## config.mk

```make
export PLATFORM = sky130hd
export DESIGN_NAME = game_flow_sequencer
export DESIGN_NICKNAME = d
export VERILOG_FILES = /design/src/rtl/game_flow_sequencer.sv
export SDC_FILE = /design/constraint.sdc
export NUM_CORES = 1
export LEC_CHECK = 0
export CORE_AREA = 4 4 62 64
export CTS_CLUSTER_SIZE = 24
export DETAILED_ROUTE_END_ITERATION = 7
export DIE_AREA = 0 0 66 68
export PLACE_DENSITY = 0.71
export SKIP_LAST_GASP = 1
export SLEW_MARGIN = 20
export SYNTH_ARGS = -nofsm -noshare
export SYNTH_HDL_FRONTEND = slang
export SYNTH_SLANG_ARGS = --single-unit
export TNS_END_PERCENT = 30
```

## constraint.sdc

```tcl
create_clock -name clk -period 1.8 [get_ports clk]
set_input_delay 0.27 -clock clk [delete_from_list [all_inputs] [get_ports clk]]
set_output_delay 0.27 -clock clk [all_outputs]
set_load 0.005 [all_outputs]
```

## src/rtl/game_flow_sequencer.sv

```systemverilog
// Game flow sequencer: sequences IDLE / PLAY / HIT / OVER for the dragon game.
// Inputs are sampled only on frame_end. All outputs come from registers and
// change one clock after the sampling edge.
// Optional feature: define GAME_FLOW_SCORE_EN to build the 8-bit score
// register. Without it, score is tied to 0.
module game_flow_sequencer #(
  parameter int START_LIVES      = 3,
  parameter int HIT_PAUSE_FRAMES = 30,
  parameter int INVULN_FRAMES    = 60
) (
  input  logic       clk,
  input  logic       rst_n,
  input  logic       frame_end,
  input  logic       start,
  input  logic       player_dragon_hit,
  input  logic       sword_dragon_hit,
  input  logic       sheep_dragon_hit,
  output logic [1:0] state,
  output logic [1:0] lives,
  output logic       play_enable,
  output logic       flash,
  output logic [1:0] length_update,
  output logic       snare_trigger,
  output logic [7:0] score,
  output logic       game_over
);

  typedef enum logic [1:0] {
    S_IDLE = 2'b00,
    S_PLAY = 2'b01,
    S_HIT  = 2'b10,
    S_OVER = 2'b11
  } state_t;

  localparam logic [1:0] LIVES_INIT  = 2'(START_LIVES);
  localparam logic [7:0] PAUSE_LOAD  = 8'(HIT_PAUSE_FRAMES - 1);
  localparam logic [7:0] INVULN_LOAD = 8'(INVULN_FRAMES);

  state_t     state_reg, state_next;
  logic [1:0] lives_reg, lives_next;
  logic [7:0] pause_reg, pause_next;
  logic [7:0] invuln_reg, invuln_next;
  logic       start_prev_reg, start_prev_next;
  logic [1:0] length_reg, length_next;
  logic       snare_reg, snare_next;

  // A press counts only on a rising level seen across two frame samples.
  logic start_event;
  // A player hit is taken only when the invulnerability window has run out.
  logic hit_taken;

  assign start_event = start & ~start_prev_reg;
  assign hit_taken   = player_dragon_hit & (invuln_reg == 8'd0);

  // State and counter registers; reset wins over any coincident frame_end.
  always_ff @(posedge clk) begin
    if (!rst_n) begin
      state_reg      <= S_IDLE;
      lives_reg      <= LIVES_INIT;
      pause_reg      <= 8'd0;
      invuln_reg     <= 8'd0;
      start_prev_reg <= 1'b1;
      length_reg     <= 2'b00;
      snare_reg      <= 1'b0;
    end else begin
      state_reg      <= state_next;
      lives_reg      <= lives_next;
      pause_reg      <= pause_next;
      invuln_reg     <= invuln_next;
      start_prev_reg <= start_prev_next;
      length_reg     <= length_next;
      snare_reg      <= snare_next;
    end
  end

  // Next-state and per-frame actions; pulses default low so they last one clock.
  always_comb begin
    state_next      = state_reg;
    lives_next      = lives_reg;
    pause_next      = pause_reg;
    invuln_next     = invuln_reg;
    start_prev_next = start_prev_reg;
    length_next     = 2'b00;
    snare_next      = 1'b0;
    if (frame_end) begin
      start_prev_next = start;
      case (state_reg)
        S_IDLE: begin
          lives_next = LIVES_INIT;
          if (start_event) begin
            state_next  = S_PLAY;
            invuln_next = 8'd0;
          end
        end
        S_PLAY: begin
          if (hit_taken) begin
            // Leaving PLAY this frame, so sword/sheep actions are dropped.
            if (lives_reg > 2'd1) begin
              lives_next = lives_reg - 2'd1;
              pause_next = PAUSE_LOAD;
              state_next = S_HIT;
            end else begin
              lives_next = 2'd0;
              state_next = S_OVER;
            end
          end else begin
            if (invuln_reg != 8'd0) begin
              invuln_next = invuln_reg - 8'd1;
            end
            if (sword_dragon_hit) begin
              snare_next = 1'b1;
            end
            // Grow and shrink in the same frame cancel out.
            case ({sword_dragon_hit, sheep_dragon_hit})
              2'b10:   length_next = 2'b10;
              2'b01:   length_next = 2'b01;
              default: length_next = 2'b00;
            endcase
          end
        end
        S_HIT: begin
          if (pause_reg == 8'd0) begin
            state_next  = S_PLAY;
            invuln_next = INVULN_LOAD;
          end else begin
            pause_next = pause_reg - 8'd1;
          end
        end
        S_OVER: begin
          lives_next = 2'd0;
          if (start_event) begin
            state_next = S_IDLE;
            lives_next = LIVES_INIT;
          end
        end
        default: state_next = S_IDLE;
      endcase
    end
  end

`ifdef GAME_FLOW_SCORE_EN
  logic [7:0] score_reg;
  logic       score_clear;
  logic       score_inc;

  assign score_clear = frame_end & (state_reg == S_IDLE) & start_event;
  assign score_inc   = frame_end & (state_reg == S_PLAY) & ~hit_taken & sword_dragon_hit;

  // Score counts sword hits, saturating at 255, cleared when a game starts.
  always_ff @(posedge clk) begin
    if (!rst_n) begin
      score_reg <= 8'd0;
    end else if (score_clear) begin
      score_reg <= 8'd0;
    end else if (score_inc && (score_reg != 8'hFF)) begin
      score_reg <= score_reg + 8'd1;
    end
  end

  assign score = score_reg;
`else
  assign score = 8'd0;
`endif

  assign state         = state_reg;
  assign lives         = lives_reg;
  assign play_enable   = (state_reg == S_PLAY);
  assign game_over     = (state_reg == S_OVER);
  assign flash         = ((state_reg == S_PLAY) && (invuln_reg != 8'd0)) ? invuln_reg[2] : 1'b0;
  assign length_update = length_reg;
  assign snare_trigger = snare_reg;

endmodule

```

==> impl_metrics.json <==
{
  "maxSlewViolCount": 0,
  "clkLatencyLatePin_ns": 0.32,
  "die-area_um2": 4490,
  "core_area_um2": 3280,
  "antenna_left": 0,
  "fin_crit_sh_pct": 99.2,
  "final.fill_count": 293,
  "dp_hpwl_mm": 2.80,
  "numPortBuffers": 16,
  "final-hold-violation-count": 0,
  "cp_data_required_time_ns": 2.07,
  "cts.clk_slew.worst_paths_ns": 0.13,
  "synth_area_um2": 1500,
  "placedCellCount": 254,
  "cpPeakStageDelay_ns": 0.43,
  "crit_arrival_ns": 2.05,
  "startpoint_type": "register",
  "status": "completed",
  "end_kind": "register",
  "post-route-min-period_ns": 1.79,
  "postSynthCellCount": 176,
  "num_vias": 1447,
  "finalSetupViolations": 0,
  "first_iter_violations": 105,
  "ctsRootBufferMaster": "clkbuf_4",
  "drc": 0,
  "ys_seq_area_share_pct": 32.1,
  "numCtsBuffers": 3,
  "yosysWarnings": 0,
  "die_y_um": 68,
  "diodes": 0,
  "hold_depth": 2,
  "synth-xor-area-share_pct": 1.17,
  "layout.nets": 237,
  "clockBufferDepth": 2,
  "fin_worst_skew_ns": 0.0109,
  "path_class": "register to register",
  "synth_edf_count": 0,
  "cellPowerDensity_nw_per_um2": 857,
  "worst_slack_ns": 0.0136,
  "gp_congestion": 0.844,
  "register_area_um2": 492,
  "min_from": "start_prev_reg$_SDFFE_PN1P_",
  "syn2layout_area_growth_pct": 36.5,
  "worstPathCellList": "buf_4 > nor4_1 > and2b_1 > a31oi_1 > or3b_1 > a21oi_2",
  "grt_use_total_pct": 18.7,
  "drive_above_1_share_pct": 34.4,
  "grt_pass1_vias": 1432,
  "multi_input_area_um2": 992,
  "start_util_pct": 45.6,
  "cts_tree": "done",
  "yosys.area_share.simple_pct": 26.0,
  "max_cap_viol_count": 0,
  "path_max_fanout": 5,
  "clock.fmax_mhz": 560,
  "dp_slack_ns": -0.148,
  "hp-class": "register to register",
  "io_pins": 25,
  "rows": 21,
  "ir_drop_v": 0.000558,
  "drtPass1Iterations": 4,
  "crit_start": "invuln_reg[0]$_SDFFE_PN0P_",
  "synth_cell_types": 51,
  "synth_compound_area_share_pct": 19.3,
  "htreeDepth": 1,
  "power_leakage_nw": 0.921,
  "async_flop_share_pct": 0,
  "grt_overflow_total": 0,
  "r2r-start": "invuln_reg[0]$_SDFFE_PN0P_",
  "postLayoutCoreUtil_pct": 62.2,
  "antenna_found_initial": 0,
  "routedWlPerCell_um": 15.0,
  "final_cells": 267,
  "yosys_register_bits": 24,
  "r2r.worst_path.cells": 6,
  "synth_flop_cell": "dfxtp_1",
  "synth_adder_area_share_pct": 5.85,
  "cp_slowest_cell": "nor4_1",
  "hold_buffers": 0,
  "syn_area_per_cell_um2": 8.50,
  "muxShareOfSynthArea_pct": 4.77,
  "totalWireLength_mm": 4.01,
  "via_per_inst": 5.42,
  "power_mw": 1.75,
  "grt_max_degree": 15,
  "clkSinkCount": 24,
  "grt_pass1_wl_mm": 6.35,
  "synth_top_family_by_area": "simple AND/OR/NAND/NOR gates",
  "fp.dieW_um": 66,
  "rsz0062_at_grt": "true"
}
[critical path, delay by kind of cell, from the launching register on]
family | cells | cell delay (ns)
AOI/OAI and AO/OA | 2 | 0.21
buffers and inverters | 1 | 0.15
DFF | 1 | 0.35
and+or+nand+nor | 3 | 1.03
[kinds of logic after synthesis]
group | Yosys count
buf+inv | 29
mux | 7
other cells | 1
flops | 24
simple gates | 64
xor+xnor | 2
fa+ha+maj | 7
compound gates | 42
[where the power goes]
group	switching, mW	internal, mW	leakage [nW]
registers	0.0494	0.580	0.198
logic	0.428	0.452	0.709
clock network	0.163	0.0786	0.0138
[stage by stage]
stage	hold slack, ns	setup TNS [ns]	instance area [um2]
2_1_floorplan	0.346	0	1530
3_3_place_gp	0.449	-0.524	1830
3_5_place_dp	0.461	-0.966	1830
4_1_cts	0.495	-0.120	1970
5_1_grt	0.497	-0.560	2040
6_report	0.490	0	2040
[cells in the mapped netlist, drive strengths merged (3+ instances only)]
master   n  area share [%]
or3b     4             2.3
mux2i    6             4.0
buf     14             6.8
inv     12             3.0
nor2    12             3.0
nor3     5             2.0
clkbuf   3            0.75
a31oi    3             1.3
nor4     4             2.7
nand4    3             1.7
nand2   16             4.0
o31ai    5             2.5
dfxtp   24              32
nor3b    3             1.5
ha       7             5.9
a21oi   16             5.4
nand3    4             1.3
o21ai    5             1.7
[per-layer routing]
| metal | global-route usage (%) | share of wire [%] | vias to the layer above |
|---|---|---|---|
| li1 | - | - | 711 |
| met1 | 19.4 | 39 | 693 |
| met2 | 36.5 | 56 | 34 |
| met3 | 4.43 | 3.4 | 9 |
| met4 | 6.85 | 2.0 | 0 |
| met5 | 0 | 0 | - |
[path summary, 6_finish.rpt]
| kind | end | slack [ns] |
|---|---|---|
| min | start_prev_reg$_SDFFE_PN1P_ | 0.49 |
| max | invuln_reg[5]$_SDFFE_PN0P_ | 0.01 |
| min reg2reg | start_prev_reg$_SDFFE_PN1P_ | 0.49 |
| max reg2reg | invuln_reg[5]$_SDFFE_PN0P_ | 0.01 |
[what timing repair did]
action | 4_1_cts | 5_1_grt
pin swaps | 6 | 8
resized for setup | 22 | 17
setup buffers | 8 | 2
setup endpoints to repair | 17 | 19
[final cells by class]
| class | instances | area share, % |
|---|---|---|
| well taps | 46 | 2.82 |
| flip-flops and latches | 24 | 24.1 |
| clock buffers | 3 | 1.10 |
| inverters | 12 | 2.20 |
| repair buffers | 52 | 21.2 |
| multi-input cells | 130 | 48.6 |
[cell usage in the layout, fill, tap and decap left out, drive strengths merged, types with 5 or more instances in the layout]
master,instances
o31ai,5
inv,12
ha,7
dfxtp,24
a21oi,16
clkdlybuf4s50,13
buf,36
nor3,5
nor2,12
nand2,16
conb,8
mux2i,6
o21ai,5
Power figures use the tool's default switching activity.
